--- src/rtl/blake2_bus_seq.sv ---
// Host-side sequencer for the BLAKE2 core's 8-bit bus: config frame, zero-padded blocks, digest readback.
// Optional stall watchdog is compiled in with BLAKE2_BUS_SEQ_TIMEOUT_EN.
module blake2_bus_seq #(
  parameter int BLOCK_BYTES = 64,
  parameter int LL_W        = 32
`ifdef BLAKE2_BUS_SEQ_TIMEOUT_EN
  ,
  parameter int TIMEOUT_CYC = 4096
`endif
) (
  input  logic            clk,
  input  logic            rst_n,
  input  logic            start_i,
  input  logic [7:0]      kk_i,
  input  logic [7:0]      nn_i,
  input  logic [LL_W-1:0] ll_i,
  input  logic [7:0]      msg_data_i,
  input  logic            msg_valid_i,
  output logic            msg_ready_o,
  output logic [7:0]      bus_data_o,
  output logic [2:0]      bus_ctrl_o,
  input  logic [1:0]      core_ctrl_i,
  input  logic [7:0]      core_hash_i,
  output logic [7:0]      hash_data_o,
  output logic            hash_valid_o,
  output logic            busy_o,
  output logic            done_o,
  output logic            err_o
);

  localparam int IDX_W = $clog2(BLOCK_BYTES);
  localparam int CW    = LL_W + 1;
  localparam logic [1:0] CMD_CONF = 2'b00;
  localparam logic [1:0] CMD_DATA = 2'b01;
  localparam logic [1:0] CMD_LAST = 2'b10;

  typedef enum logic [2:0] {
    IDLE, CONF, WAIT_RDY, BLOCK, WAIT_HASH, FIN
  } state_t;

  state_t           state;
  logic [7:0]       kk;
  logic [7:0]       nn;
  logic [LL_W-1:0]  ll;
  logic [CW-1:0]    host_left;
  logic [CW-1:0]    blk_left;
  logic [IDX_W-1:0] idx;
  logic [2:0]       conf_idx;
  logic [7:0]       hash_cnt;

  logic [CW-1:0]    total;
  logic [CW-1:0]    nblk_raw;
  logic             bad_job;
  logic [31:0]      ll32;
  logic [7:0]       conf_byte;
  logic             last_blk;
  logic [1:0]       blk_cmd;
  logic             step;
  logic             block_ready;
  logic             hash_vld;

  assign block_ready = core_ctrl_i[0];
  assign hash_vld    = core_ctrl_i[1];

  // A non-zero key occupies one whole block ahead of the message.
  assign total    = {1'b0, ll_i} + ((kk_i != 8'd0) ? CW'(BLOCK_BYTES) : '0);
  assign nblk_raw = (total + CW'(BLOCK_BYTES - 1)) >> IDX_W;
  assign bad_job  = (kk_i > 8'd64) || (nn_i == 8'd0) || (nn_i > 8'd64);

  assign ll32     = 32'(ll);
  assign last_blk = (blk_left == CW'(1));
  assign blk_cmd  = last_blk ? CMD_LAST : CMD_DATA;

  assign msg_ready_o = (state == BLOCK) && (host_left != '0);
  assign step        = (state == BLOCK) && ((host_left == '0) || msg_valid_i);

  always_comb begin
    case (conf_idx)
      3'd0:    conf_byte = kk;
      3'd1:    conf_byte = nn;
      3'd2:    conf_byte = ll32[7:0];
      3'd3:    conf_byte = ll32[15:8];
      3'd4:    conf_byte = ll32[23:16];
      default: conf_byte = ll32[31:24];
    endcase
  end

`ifdef BLAKE2_BUS_SEQ_TIMEOUT_EN
  localparam int WD_W = $clog2(TIMEOUT_CYC + 1);
  logic [WD_W-1:0] wd;
  logic            waiting;
  logic            progress;

  assign waiting  = (state == WAIT_RDY) || (state == WAIT_HASH);
  assign progress = ((state == WAIT_RDY) && block_ready) ||
                    ((state == WAIT_HASH) && hash_vld);
`endif

  always_ff @(posedge clk or negedge rst_n) begin
    if (!rst_n) begin
      state        <= IDLE;
      kk           <= 8'h00;
      nn           <= 8'h00;
      ll           <= '0;
      host_left    <= '0;
      blk_left     <= '0;
      idx          <= '0;
      conf_idx     <= 3'd0;
      hash_cnt     <= 8'h00;
      bus_data_o   <= 8'h00;
      bus_ctrl_o   <= 3'b000;
      hash_data_o  <= 8'h00;
      hash_valid_o <= 1'b0;
      busy_o       <= 1'b0;
      done_o       <= 1'b0;
      err_o        <= 1'b0;
`ifdef BLAKE2_BUS_SEQ_TIMEOUT_EN
      wd           <= '0;
`endif
    end else begin
      bus_data_o   <= 8'h00;
      bus_ctrl_o   <= 3'b000;
      hash_data_o  <= 8'h00;
      hash_valid_o <= 1'b0;
      done_o       <= 1'b0;

      case (state)
        IDLE: begin
          if (start_i) begin
            kk        <= kk_i;
            nn        <= nn_i;
            ll        <= ll_i;
            host_left <= total;
            blk_left  <= (nblk_raw == '0) ? CW'(1) : nblk_raw;
            conf_idx  <= 3'd0;
            idx       <= '0;
            hash_cnt  <= 8'h00;
            if (bad_job) begin
              err_o  <= 1'b1;
              done_o <= 1'b1;
            end else begin
              err_o  <= 1'b0;
              busy_o <= 1'b1;
              state  <= CONF;
            end
          end
        end

        CONF: begin
          bus_ctrl_o <= {CMD_CONF, 1'b1};
          bus_data_o <= conf_byte;
          conf_idx   <= conf_idx + 3'd1;
          if (conf_idx == 3'd5) state <= WAIT_RDY;
        end

        WAIT_RDY: begin
          if (block_ready) state <= BLOCK;
        end

        // Host bytes first, then zero fill; block_ready is not re-checked mid-block.
        BLOCK: begin
          if (step) begin
            bus_ctrl_o <= {blk_cmd, 1'b1};
            if (host_left != '0) begin
              bus_data_o <= msg_data_i;
              host_left  <= host_left - CW'(1);
            end
            if (idx == IDX_W'(BLOCK_BYTES - 1)) begin
              idx      <= '0;
              blk_left <= blk_left - CW'(1);
              state    <= last_blk ? WAIT_HASH : WAIT_RDY;
            end else begin
              idx <= idx + IDX_W'(1);
            end
          end
        end

        WAIT_HASH: begin
          if (hash_vld) begin
            hash_data_o  <= core_hash_i;
            hash_valid_o <= 1'b1;
            hash_cnt     <= hash_cnt + 8'd1;
            if (hash_cnt == nn - 8'd1) state <= FIN;
          end
        end

        FIN: begin
          done_o <= 1'b1;
          busy_o <= 1'b0;
          state  <= IDLE;
        end

        default: state <= IDLE;
      endcase

      if (hash_vld && (state != WAIT_HASH)) err_o <= 1'b1;

`ifdef BLAKE2_BUS_SEQ_TIMEOUT_EN
      if (!waiting || progress) begin
        wd <= '0;
      end else if (wd == WD_W'(TIMEOUT_CYC - 1)) begin
        wd     <= '0;
        err_o  <= 1'b1;
        done_o <= 1'b1;
        busy_o <= 1'b0;
        state  <= IDLE;
      end else begin
        wd <= wd + WD_W'(1);
      end
`endif
    end
  end

endmodule

--- config.mk ---
export PLATFORM = sky130hd
export DESIGN_NAME = blake2_bus_seq
export DESIGN_NICKNAME = d
export VERILOG_FILES = /design/src/rtl/blake2_bus_seq.sv
export SDC_FILE = /design/constraint.sdc
export NUM_CORES = 1
export LEC_CHECK = 0
export ABC_AREA = 1
export CORE_ASPECT_RATIO = 0.7
export CORE_MARGIN = 2
export CORE_UTILIZATION = 55
export CTS_CLUSTER_DIAMETER = 80
export CTS_CLUSTER_SIZE = 40
export DETAILED_ROUTE_END_ITERATION = 8
export PLACE_DENSITY = 0.77
export SYNTH_ARGS = -nofsm -noshare
export SYNTH_HDL_FRONTEND = slang
export SYNTH_SLANG_ARGS = --single-unit
--- constraint.sdc ---
create_clock -name clk -period 2.6 [get_ports clk]
set_input_delay 0.65 -clock clk [delete_from_list [all_inputs] [get_ports clk]]
set_output_delay 0.65 -clock clk [all_outputs]
set_load 0.02 [all_outputs]
==> run summary <==
Outcome: complete, but fails checks
Failing checks: setup timing
Actual slew at the worst max-slew pin: 0.807 ns
Count of mapped cells out of synthesis: 1520
CP endpoint kind: flip-flop
Register bit total from synthesis: 157
Maximum net fanout on the critical path: 7
Slew Limit Fails: 0
Dpl hpwl: 25.1 mm
Met1 Use GR: 47.7%
Skew-Pair Late Insertion Delay: 0.45 ns
Grt total ovfl: 0
Antenna violations before repair: 0
Share of the clock period used by the worst path after layout: 121%
Seq/Total Area, Yosys: 37.2%
Final Total Pwr: 13600 uW
Critical path class: input port to flip-flop
Arrival @ worst endpoint: 3.53 ns
Number of enable flip-flop cells after synthesis: 0
Via count of the first global-routing pass: 11100
Total wirelength of the detailed-routed design: 35.7 mm
Number of buffer cells added on primary ports: 93
IR drop worst, VDD: 0.560 mV
Avg Cell Area, Syn: 6.95 um^2
Distinct cell type count after synthesis: 57
GR Util met2: 51.9%
CTS Root Cell: sky130_fd_sc_hd__clkbuf_16
Area Growth Syn to Fin: 40.4%
Std cell rows: 42
Routed vias: 12000
Prevailing post-synth register cell: sky130_fd_sc_hd__dfrtp_1
Number of buffers created by CTS: 17
Critical path data required time: 2.99 ns
Count of unresolved DRC violations after routing: 0
Tmin final: 3.15 ns
Starting DRT DRC Count: 1503
IO Count: 94
Final Hold Fails: 0
Post-synthesis instance area: 10600 um^2
Cell at the slowest stage of the critical path: sky130_fd_sc_hd__or2_4
Number of fillers in the final layout: 1302
ANT nets after route: 0
Via count normalized by instance count: 5.70
Global routing met3 resource utilization: 9.53%
Detailed-route wire length per cell: 17.0 um
Number of setup violations in the final report: 22
Number of H-tree levels: 4
CTS tree: done
Cell seen most often among critical-path stages: sky130_fd_sc_hd__nand2_1
Synthesized net count: 1603
Overall Global Routing Usage: 34.1%
Starting density of the core: 56.0%
Wire length of the first global-routing pass: 54.8 mm
Clock buffer depth: 2
Highest clock frequency the design can meet: 0.318 GHz
Number of nets in the layout: 1930
Die Area: 20400 um^2
Busiest grt layer: met2
Leakage power summed over all cells: 0.00711 uW
Async set-reset flop share out of synthesis: 100%
Power Dens Cells: 915 nW/um^2
Fraction of layout instances using a drive strength above 1: 26.0%
Drt pass-1 iters: 6
Horizontal die dimension: 170 um
Count of yosys warnings during synthesis: 0
Area of the placeable core: 18900 um^2
Cell area after placement: 13400 um^2
Die height: 120 um
Tightest slew margin relative to the limit: 45.7%
Antenna diode instance count: 0
Final sum of negative setup slack: -7.27 ns
Number of max-capacitance violations reported: 0
Startpoint type of the worst setup path: input port
Worst stage delay on the critical path: 0.26 ns
Area of all placed cells without fillers: 14800 um^2
Setup repair after global routing missed its margin: true
Setup ws final: -0.546 ns
Final clock skew: 0.00893 ns
Sinks on the clock net: 157
Pin count of the biggest net entering global routing: 70
Clock transition at the registers of the reported paths: 0.07 ns
Worst hold path type: input port to asynchronous set/reset pin
Routability Congestion: 0.978
## power breakdown
group | internal, uW | switching, uW | leakage [uW] | total, uW
clock | 1230 | 1110 | 0.000251 | 2340
combinational | 2750 | 4270 | 0.00488 | 7020
sequential | 3400 | 812 | 0.00198 | 4210
## what timing repair did
item,in CTS,in global routing
hold buffers,0,0
gates resized for setup,74,93
setup endpoints to repair,49,63
setup buffers,10,35
pin swaps,38,58
gates cloned,1,6
## cell families after synthesis
kind of cell	Yosys count	share of synthesized area, %
adder cells (fa/ha/maj)	13	1.54
buffers and inverters	232	8.53
XOR/XNOR	35	2.90
AND/OR/NAND/NOR	799	34.4
flip-flops	157	37.2
AO/OA/AOI/OAI	284	15.4
## metal layers
layer,vias up,part of all wire (%)
li1,5678,-
met1,5594,42
met2,626,44
met3,85,11
met4,0,2.5
met5,-,0
## through the flow
step	hold slack, ns	std cells	setup slack (ns)	util [%]
3_5_place_dp	0.464	2020	-1.34	70.9
3_3_place_gp	0.454	2020	-1.23	70.9
4_1_cts	0.173	2062	-0.451	74.9
6_report	0.157	2102	-0.546	78.6
5_1_grt	0.189	2102	-0.764	78.6
2_1_floorplan	0.354	1520	-0.531	-
## placed cells by master (no fill, tap or decap), drive strengths merged, types with 2 or more instances in the layout
| cell type | Yosys | layout |
|---|---|---|
| o21a | 4 | 4 |
| nand2 | 404 | 404 |
| o211ai | 21 | 21 |
| o31ai | 6 | 6 |
| inv | 187 | 191 |
| clkdlybuf4s50 | 0 | 82 |
| clkinvlp | 0 | 3 |
| nor2 | 209 | 210 |
| dfrtp | 157 | 157 |
| or2 | 5 | 5 |
| a21oi | 52 | 52 |
| nor3b | 4 | 4 |
| nor3 | 36 | 36 |
| nand4 | 27 | 27 |
| o21bai | 2 | 2 |
| clkbuf | 28 | 24 |
| clkdlybuf4s15 | 0 | 3 |
| o311ai | 5 | 5 |
| a31oi | 7 | 7 |
| clkinv | 3 | 8 |
| a22oi | 2 | 2 |
| and3 | 2 | 2 |
| buf | 14 | 256 |
| o22ai | 9 | 9 |
| ha | 13 | 13 |
| a221oi | 7 | 7 |
| nand3 | 99 | 99 |
| xor2 | 29 | 29 |
| xnor2 | 6 | 6 |
| o21ai | 162 | 164 |
| nor4 | 11 | 11 |
## worst paths after layout
| path | startpoint | slack (ns) | cells after the start | endpoint |
|---|---|---|---|---|
| worst max-delay path | kk_i[1] | -0.55 | 25 | blk_left[0] |
| worst min-delay path | rst_n | 0.16 | 1 | hash_data_o[5] |
| worst max register to register | blk_left[0] | -0.06 | 15 | blk_left[14] |
| worst min register to register | ll[31] | 0.48 | 2 | ll[31] |
| max in group asynchronous | rst_n | 1.75 | 2 | blk_left[24] |
| min in group clk | kk_i[1] | 0.41 | 3 | kk[1] |
## final cells by class
class | instances | area, um^2 | area share, %
multi-input combinational | 1134 | 6320 | 42.6
sequential | 157 | 3930 | 26.5
timing repair buffer | 347 | 3040 | 20.5
inverter | 190 | 723 | 4.87
clock buffer | 20 | 437 | 2.94
tap | 242 | 303 | 2.04
clock inverter | 12 | 90.1 | 0.607
## synthesized netlist by cell type, types with 2 or more instances
library cell,count,area [um^2]
sky130_fd_sc_hd__inv_2,13,48.8
sky130_fd_sc_hd__o21a_1,4,30.0
sky130_fd_sc_hd__a21oi_1,50,250
sky130_fd_sc_hd__xor2_1,29,254
sky130_fd_sc_hd__inv_1,173,649
sky130_fd_sc_hd__nand3_1,91,455
sky130_fd_sc_hd__o31ai_1,6,45.0
sky130_fd_sc_hd__or2_2,4,25.0
sky130_fd_sc_hd__xnor2_1,6,52.6
sky130_fd_sc_hd__nand2_1,387,1450
sky130_fd_sc_hd__o311ai_0,5,43.8
sky130_fd_sc_hd__a22oi_1,2,15.0
sky130_fd_sc_hd__o211ai_1,21,158
sky130_fd_sc_hd__o21ai_0,127,636
sky130_fd_sc_hd__nand3_2,8,80.1
sky130_fd_sc_hd__buf_2,8,40.0
sky130_fd_sc_hd__dfrtp_1,157,3930
sky130_fd_sc_hd__nor4_1,11,68.8
sky130_fd_sc_hd__buf_1,2,7.51
sky130_fd_sc_hd__a221oi_1,7,61.3
sky130_fd_sc_hd__nor3b_2,2,25.0
sky130_fd_sc_hd__nor2_2,16,100
sky130_fd_sc_hd__o21ai_1,34,170
sky130_fd_sc_hd__buf_4,3,22.5
sky130_fd_sc_hd__nor2_4,15,169
sky130_fd_sc_hd__nand2_4,3,33.8
sky130_fd_sc_hd__nor3_2,3,30.0
sky130_fd_sc_hd__a31oi_1,7,43.8
sky130_fd_sc_hd__o21bai_1,2,15.0
sky130_fd_sc_hd__nor3b_1,2,15.0
sky130_fd_sc_hd__nor3_1,32,160
sky130_fd_sc_hd__clkbuf_1,28,105
sky130_fd_sc_hd__nor2_8,3,60.1
sky130_fd_sc_hd__clkinv_1,3,11.3
sky130_fd_sc_hd__ha_1,13,163
sky130_fd_sc_hd__and3_1,2,12.5
sky130_fd_sc_hd__o22ai_1,8,50.1
sky130_fd_sc_hd__nand2_2,14,87.6
sky130_fd_sc_hd__nand4_1,27,169
sky130_fd_sc_hd__nor2_1,175,657
## flip-flops by register name, summed over array words and instances, names as in the netlist
register and cells:
blk_left 33, bus_ctrl_o 3, bus_data_o 8, busy_o 1, conf_idx 3, done_o 1
err_o 1, hash_cnt 8, hash_data_o 8, hash_valid_o 1, host_left 33, idx 6
kk 8, ll 32, nn 8, state 3
## critical path: cells and delay by family
family                     cells  cell delay (ns)
buffers and inverters          3             0.24
and+or+nand+nor               20             2.27
adders and majority gates      2             0.35
Note: power is estimated with default switching activity, not from simulation.
